$ cat src/rtl/control_unit_pkg.sv
// Shared encodings for the 16-bit CPU control path.
// Opcodes, ALU select/operation codes and the controller state enum.
package cpu_control_pkg;

   localparam logic [3:0] OP_RTYPE = 4'b0000;
   localparam logic [3:0] OP_ADDI  = 4'b0101;
   localparam logic [3:0] OP_ADDUI = 4'b0110;
   localparam logic [3:0] OP_SUBI  = 4'b1001;
   localparam logic [3:0] OP_CMPI  = 4'b1011;

   localparam logic [3:0] EXT_ADD  = 4'b0101;
   localparam logic [3:0] EXT_ADDU = 4'b0110;
   localparam logic [3:0] EXT_SUB  = 4'b1001;
   localparam logic [3:0] EXT_CMP  = 4'b1011;

   localparam logic [1:0] ALU_A_PC       = 2'b00;
   localparam logic [1:0] ALU_A_SOURCE   = 2'b01;
   localparam logic [1:0] ALU_A_IMM_SEXT = 2'b10;
   localparam logic [1:0] ALU_A_IMM_ZEXT = 2'b11;

   localparam logic ALU_B_DEST = 1'b0;
   localparam logic ALU_B_ONE  = 1'b1;

   localparam logic [1:0] ALU_ADD      = 2'b00;
   localparam logic [1:0] ALU_SUBTRACT = 2'b01;
   localparam logic [1:0] ALU_COMPARE  = 2'b10;

   typedef enum logic [2:0] {
      FETCH,
      DECODE,
      EXECUTE,
      WRITEBACK,
      HALT
   } state_t;

endpackage

$ cat src/rtl/control_unit_if.sv
// Controller <-> datapath bundle: latched instruction in,
// selects and write enables out.
interface control_unit_if;

   logic [15:0] instruction;
   logic [1:0]  alu_a_select;
   logic        alu_b_select;
   logic [1:0]  alu_operation;
   logic        program_counter_write_enable;
   logic        status_write_enable;
   logic        instruction_write_enable;
   logic        register_write_enable;

   modport master (
      input  instruction,
      output alu_a_select,
      output alu_b_select,
      output alu_operation,
      output program_counter_write_enable,
      output status_write_enable,
      output instruction_write_enable,
      output register_write_enable
   );

   modport slave (
      output instruction,
      input  alu_a_select,
      input  alu_b_select,
      input  alu_operation,
      input  program_counter_write_enable,
      input  status_write_enable,
      input  instruction_write_enable,
      input  register_write_enable
   );

endinterface

$ cat src/rtl/control_unit_classifier.sv
// Combinational decode of the instruction word into the
// attributes the controller sequences on.
module instruction_classifier
   import cpu_control_pkg::*;
(
   input  logic [15:0] instruction,
   output logic        valid,
   output logic        is_immediate,
   output logic        is_zero_extended,
   output logic        is_compare,
   output logic [1:0]  alu_operation
);

   logic [3:0] opcode;
   logic [3:0] opext;
   logic       unused_fields;

   assign opcode        = instruction[15:12];
   assign opext         = instruction[7:4];
   assign unused_fields = ^{instruction[11:8], instruction[3:0]};

   always_comb begin
      valid            = 1'b0;
      is_immediate     = 1'b0;
      is_zero_extended = 1'b0;
      is_compare       = 1'b0;
      alu_operation    = ALU_ADD;
      unique case (opcode)
         OP_RTYPE: begin
            unique case (opext)
               EXT_ADD, EXT_ADDU: valid = 1'b1;
               EXT_SUB: begin
                  valid         = 1'b1;
                  alu_operation = ALU_SUBTRACT;
               end
               EXT_CMP: begin
                  valid         = 1'b1;
                  is_compare    = 1'b1;
                  alu_operation = ALU_COMPARE;
               end
               default: valid = 1'b0;
            endcase
         end
         OP_ADDI: begin
            valid        = 1'b1;
            is_immediate = 1'b1;
         end
         OP_ADDUI: begin
            valid            = 1'b1;
            is_immediate     = 1'b1;
            is_zero_extended = 1'b1;
         end
         OP_SUBI: begin
            valid         = 1'b1;
            is_immediate  = 1'b1;
            alu_operation = ALU_SUBTRACT;
         end
         OP_CMPI: begin
            valid         = 1'b1;
            is_immediate  = 1'b1;
            is_compare    = 1'b1;
            alu_operation = ALU_COMPARE;
         end
         default: valid = 1'b0;
      endcase
   end

endmodule

$ cat src/rtl/control_unit.sv
// Multicycle controller FSM with retired-instruction counter.
// Define CONTROL_UNIT_ILLEGAL_TRAP_EN to halt on illegal encodings.
module control_unit
   import cpu_control_pkg::*;
#(
   parameter int COUNT_WIDTH = 16
) (
   input  logic                   clock,
   input  logic                   reset,
   control_unit_if.master         bus,
   output logic [COUNT_WIDTH-1:0] retired_count
`ifdef CONTROL_UNIT_ILLEGAL_TRAP_EN
   ,
   output logic                   halted
`endif
);

   state_t     state;
   state_t     state_next;
   logic       retire;
   logic       valid;
   logic       is_immediate;
   logic       is_zero_extended;
   logic       is_compare;
   logic [1:0] class_operation;
   logic [1:0] execute_a;

   instruction_classifier classifier (
      .instruction      (bus.instruction),
      .valid            (valid),
      .is_immediate     (is_immediate),
      .is_zero_extended (is_zero_extended),
      .is_compare       (is_compare),
      .alu_operation    (class_operation)
   );

   assign execute_a = !is_immediate    ? ALU_A_SOURCE   :
                      is_zero_extended ? ALU_A_IMM_ZEXT :
                                         ALU_A_IMM_SEXT;

   always_ff @(posedge clock) begin
      if (!reset) begin
         state         <= FETCH;
         retired_count <= '0;
      end else begin
         state <= state_next;
         if (retire)
            retired_count <= retired_count + COUNT_WIDTH'(1);
      end
   end

   always_comb begin
      state_next                       = state;
      retire                           = 1'b0;
      bus.alu_a_select                 = ALU_A_PC;
      bus.alu_b_select                 = ALU_B_ONE;
      bus.alu_operation                = ALU_ADD;
      bus.program_counter_write_enable = 1'b0;
      bus.status_write_enable          = 1'b0;
      bus.instruction_write_enable     = 1'b0;
      bus.register_write_enable        = 1'b0;
      unique case (state)
         FETCH: begin
            bus.instruction_write_enable     = 1'b1;
            bus.program_counter_write_enable = 1'b1;
            state_next                       = DECODE;
         end
         DECODE: begin
            if (valid) begin
               state_next = EXECUTE;
            end else begin
               state_next = FETCH;
               retire     = 1'b1;
`ifdef CONTROL_UNIT_ILLEGAL_TRAP_EN
               // all-zero word stays a NOP even when trapping
               if (bus.instruction != 16'h0000) begin
                  state_next = HALT;
                  retire     = 1'b0;
               end
`endif
            end
         end
         EXECUTE: begin
            bus.alu_a_select        = execute_a;
            bus.alu_b_select        = ALU_B_DEST;
            bus.alu_operation       = class_operation;
            bus.status_write_enable = 1'b1;
            if (is_compare) begin
               state_next = FETCH;
               retire     = 1'b1;
            end else begin
               state_next = WRITEBACK;
            end
         end
         WRITEBACK: begin
            bus.alu_a_select          = execute_a;
            bus.alu_b_select          = ALU_B_DEST;
            bus.alu_operation         = class_operation;
            bus.register_write_enable = 1'b1;
            state_next                = FETCH;
            retire                    = 1'b1;
         end
         HALT: state_next = HALT;
         default: state_next = FETCH;
      endcase
      if (!reset) begin
         bus.alu_a_select                 = ALU_A_PC;
         bus.alu_b_select                 = ALU_B_DEST;
         bus.alu_operation                = ALU_ADD;
         bus.program_counter_write_enable = 1'b0;
         bus.status_write_enable          = 1'b0;
         bus.instruction_write_enable     = 1'b0;
         bus.register_write_enable        = 1'b0;
      end
   end

`ifdef CONTROL_UNIT_ILLEGAL_TRAP_EN
   assign halted = reset && (state == HALT);
`endif

endmodule

$ cat src/flat_wrapper.sv
// flat-port wrapper written by rule: the top's interface ports become plain ports
module control_unit_flat import cpu_control_pkg::*;
#(
   parameter int COUNT_WIDTH = 16
)
  (clock, reset, retired_count, bus_instruction, bus_alu_a_select, bus_alu_b_select, bus_alu_operation, bus_program_counter_write_enable, bus_status_write_enable, bus_instruction_write_enable, bus_register_write_enable);
  control_unit_if bus_i ();
  input  logic clock;
  input  logic reset;
  output logic [COUNT_WIDTH-1:0] retired_count;
  input wire logic [$bits(bus_i.instruction)-1:0] bus_instruction;
  output wire logic [$bits(bus_i.alu_a_select)-1:0] bus_alu_a_select;
  output wire logic [$bits(bus_i.alu_b_select)-1:0] bus_alu_b_select;
  output wire logic [$bits(bus_i.alu_operation)-1:0] bus_alu_operation;
  output wire logic [$bits(bus_i.program_counter_write_enable)-1:0] bus_program_counter_write_enable;
  output wire logic [$bits(bus_i.status_write_enable)-1:0] bus_status_write_enable;
  output wire logic [$bits(bus_i.instruction_write_enable)-1:0] bus_instruction_write_enable;
  output wire logic [$bits(bus_i.register_write_enable)-1:0] bus_register_write_enable;
  assign bus_i.instruction = bus_instruction;
  assign bus_alu_a_select = bus_i.alu_a_select;
  assign bus_alu_b_select = bus_i.alu_b_select;
  assign bus_alu_operation = bus_i.alu_operation;
  assign bus_program_counter_write_enable = bus_i.program_counter_write_enable;
  assign bus_status_write_enable = bus_i.status_write_enable;
  assign bus_instruction_write_enable = bus_i.instruction_write_enable;
  assign bus_register_write_enable = bus_i.register_write_enable;
  control_unit #(.COUNT_WIDTH(COUNT_WIDTH)) u_core (.clock(clock), .reset(reset), .bus(bus_i), .retired_count(retired_count));
endmodule
$ cat config.mk
export PLATFORM = sky130hd
export DESIGN_NAME = control_unit_flat
export DESIGN_NICKNAME = d
export VERILOG_FILES = /design/src/rtl/control_unit_pkg.sv /design/src/rtl/control_unit_if.sv /design/src/rtl/control_unit_classifier.sv /design/src/rtl/control_unit.sv /design/src/flat_wrapper.sv
export SDC_FILE = /design/constraint.sdc
export NUM_CORES = 1
export LEC_CHECK = 0
export CORE_MARGIN = 2
export CORE_UTILIZATION = 45
export DETAILED_ROUTE_END_ITERATION = 8
export PLACE_DENSITY = 0.89
export SLEW_MARGIN = 20
export SYNTH_ARGS = -nofsm -noshare
export SYNTH_HDL_FRONTEND = slang
export SYNTH_SLANG_ARGS = --single-unit
$ cat constraint.sdc
create_clock -name clock -period 2.5 [get_ports clock]
set_clock_uncertainty 0.15 [all_clocks]
set_input_delay 0.625 -clock clock [delete_from_list [all_inputs] [get_ports clock]]
set_output_delay 0.625 -clock clock [all_outputs]
set_load 0.1 [all_outputs]
==> results.json <==
{
  "postLayoutCoreUtil": 0.732,
  "yosysSeqAreaShare": 0.288,
  "io_buffers": 34,
  "die_x_um": 58.2,
  "violations": "negative setup slack",
  "finalSetupTns_ps": -182,
  "crit_required_ps": 1730,
  "dp_hpwl_um": 2690,
  "pre_cts_ws_ps": -545,
  "cts-root-buf": "clkbuf_4",
  "syn_inst": 165,
  "final_nets": 244,
  "cts_made_buffers": 3,
  "die_h_um": 58.2,
  "p_leak_nw": 0.802,
  "crit_type": "in -> out",
  "finalWirelength_um": 3610,
  "start_util": 0.475,
  "endpoint_kind": "output pin",
  "max-vdd-ir-drop_v": 0.000340,
  "hold_violations": 0,
  "synth.area.top_cells": "dfxtp_1, mux2i_1, nand2_1, nand2b_1, a211oi_2",
  "relSlewSlack": 0.705,
  "hp-class": "reg -> reg",
  "r2r_start": "u_core.retired_count[3]$_SDFFE_PN0P_",
  "grt_overflow": 0,
  "num_rows": 19,
  "whs_ps": 344,
  "synth_seq_cells": 19,
  "drv_cap": 0,
  "setup-violations-final": 2,
  "grt_pass1_wl_um": 5930,
  "detailedRoute.firstPassIterationCount": 4,
  "holdCritStartpoint": "u_core.retired_count[15]$_SDFFE_PN0P_",
  "synth_most_common_cell": "nand2_1",
  "fin_crit_sh": 1.07,
  "startpoint": "bus_instruction[12]",
  "vias_per_cell": 5.71,
  "holdPathStages": 2,
  "synth.distinct_cells": 39,
  "clock.fmax_mhz": 375,
  "core_mm2": 0.00278,
  "cts.sinks": 19,
  "postCtsHoldBufs": 0,
  "synth_common_cells": "nand2_1, dfxtp_1, nand2b_1",
  "die-area_mm2": 0.00338,
  "path_clk_slew_ps": 110,
  "layout-drive-gt1-share": 0.415,
  "antenna_left": 0,
  "post-route-min-period_ps": 2670,
  "worstSetupStartpointType": "primary input",
  "worst_skew_pair.late_latency_ps": 300,
  "drv_slew": 0,
  "antenna_found_initial": 0,
  "outcome": "finished with violations",
  "power_density_mw_per_mm2": 336,
  "finalPower_w": 0.000684,
  "yosys_most_used_dff": "dfxtp_1",
  "synth-edff-count": 0,
  "cp.arrival_ps": 1890,
  "syn2layout_area_growth_pct": 54.2,
  "antennaDiodeCount": 0,
  "vias": 1455,
  "yosys_warnings": 0,
  "wire_per_inst_um": 14.2,
  "htree_levels": 1,
  "synth.largest_area_cell": "dfxtp_1",
  "rr_worst_depth": 5,
  "drt_iter0_markers": 47,
  "clockBufferDepth": 2,
  "remaining_drc_errors": 0,
  "syn_area_per_cell_um2": 8.00,
  "yosysTopAreaCellShare": 0.288,
  "cts_tree": "built",
  "syn-cell-area_mm2": 0.00132,
  "grt_max_degree": 28,
  "fin_ws_ps": -168,
  "critPathMaxFanout": 2,
  "async_reset_ff_frac": 0,
  "rsz0062_at_grt": "yes",
  "ios": 43,
  "track_usage": 0.217,
  "worst_pin_slew_ps": 441,
  "synth_nets": 184,
  "place_congestion": 0.810,
  "grt_pass1_vias": 1409
}
-- state kept, by name, summed over array words and instances (netlist names) --
name,count
u_core.retired_count,16
u_core.state,3
-- metrics by stage --
stage	instance area, um2	cells
2_1_floorplan	1420	165
3_3_place_gp	1970	247
3_5_place_dp	1970	247
4_1_cts	2010	255
5_1_grt	2040	255
6_report	2040	255
-- path summary, 6_finish.rpt --
| path | endpoint | slack, ps |
|---|---|---|
| max | bus_alu_operation[1] | -170 |
| min | u_core.retired_count[15]$_SDFFE_PN0P_ | 340 |
| max reg2reg | u_core.retired_count[14]$_SDFFE_PN0P_ | 460 |
| min reg2reg | u_core.retired_count[15]$_SDFFE_PN0P_ | 340 |
-- final cells by class --
| type | instances | area (um2) |
|---|---|---|
| clock buffer | 3 | 22.5 |
| clock inverter | 1 | 5.00 |
| fill | 199 | 746 |
| inverter | 7 | 31.3 |
| multi-input combinational | 129 | 943 |
| sequential | 19 | 384 |
| tap | 31 | 38.8 |
| timing repair buffer | 65 | 611 |
-- power breakdown --
group / internal (W) / leakage (nW) / switching (W) / total, W
Clock: 0.0000597 / 0.0177 / 0.000100 / 0.000160
Combinational: 0.0000847 / 0.629 / 0.000125 / 0.000210
Sequential: 0.000307 / 0.155 / 0.00000768 / 0.000315
Total: 0.000451 / 0.802 / 0.000233 / 0.000684
-- what timing repair did --
item                                   CTS  global route
buffers inserted                         4             0
endpoints found under the hold margin    0             0
pin swaps                                5             4
setup endpoints to repair               17             2
gates resized for setup                 34             4
-- critical path, stage by stage --
cell,delay [ps]
buf_6,90
or4b_4,530
o21ai_4,140
nor2b_4,160
nor2b_4,160
buf_12,180
-- per-layer routing --
| metal | vias to the layer above | global-route usage | wire length (um) |
|---|---|---|---|
| met5 | - | 0 | 0 |
| met4 | 0 | 0.0831 | 71 |
| met3 | 12 | 0.0246 | 161 |
| met2 | 58 | 0.403 | 1940 |
| met1 | 680 | 0.253 | 1440 |
| li1 | 705 | - | - |
-- kinds of logic after synthesis --
family	Yosys count	share of synthesized area
buffers and inverters	17	0.0635
multiplexers	13	0.0986
XOR/XNOR	2	0.0133
flip-flops	19	0.288
AND/OR/NAND/NOR	79	0.315
AO/OA/AOI/OAI	34	0.212
adder cells (fa/ha/maj)	1	0.00948
-- cell usage in the layout, fill, tap and decap left out, types with 2 or more instances in the layout --
cell type,instances
a211oi_1,2
and3b_1,2
nand2_1,27
clkbuf_4,3
nand2b_1,14
mux2i_1,13
buf_2,3
a211oi_2,6
dfxtp_2,3
nand3b_1,3
a21oi_1,10
nor4_1,2
dfxtp_1,16
nor2b_1,2
nor2_1,5
buf_6,4
buf_12,9
buf_4,47
nand4_1,3
o21ai_0,2
nor2b_4,3
dlygate4sd2_1,2
nor4_4,2
inv_1,6
nand3_1,7
xor2_1,2
a21oi_2,3
nor3_1,2
Power figures use the tool's default switching activity.
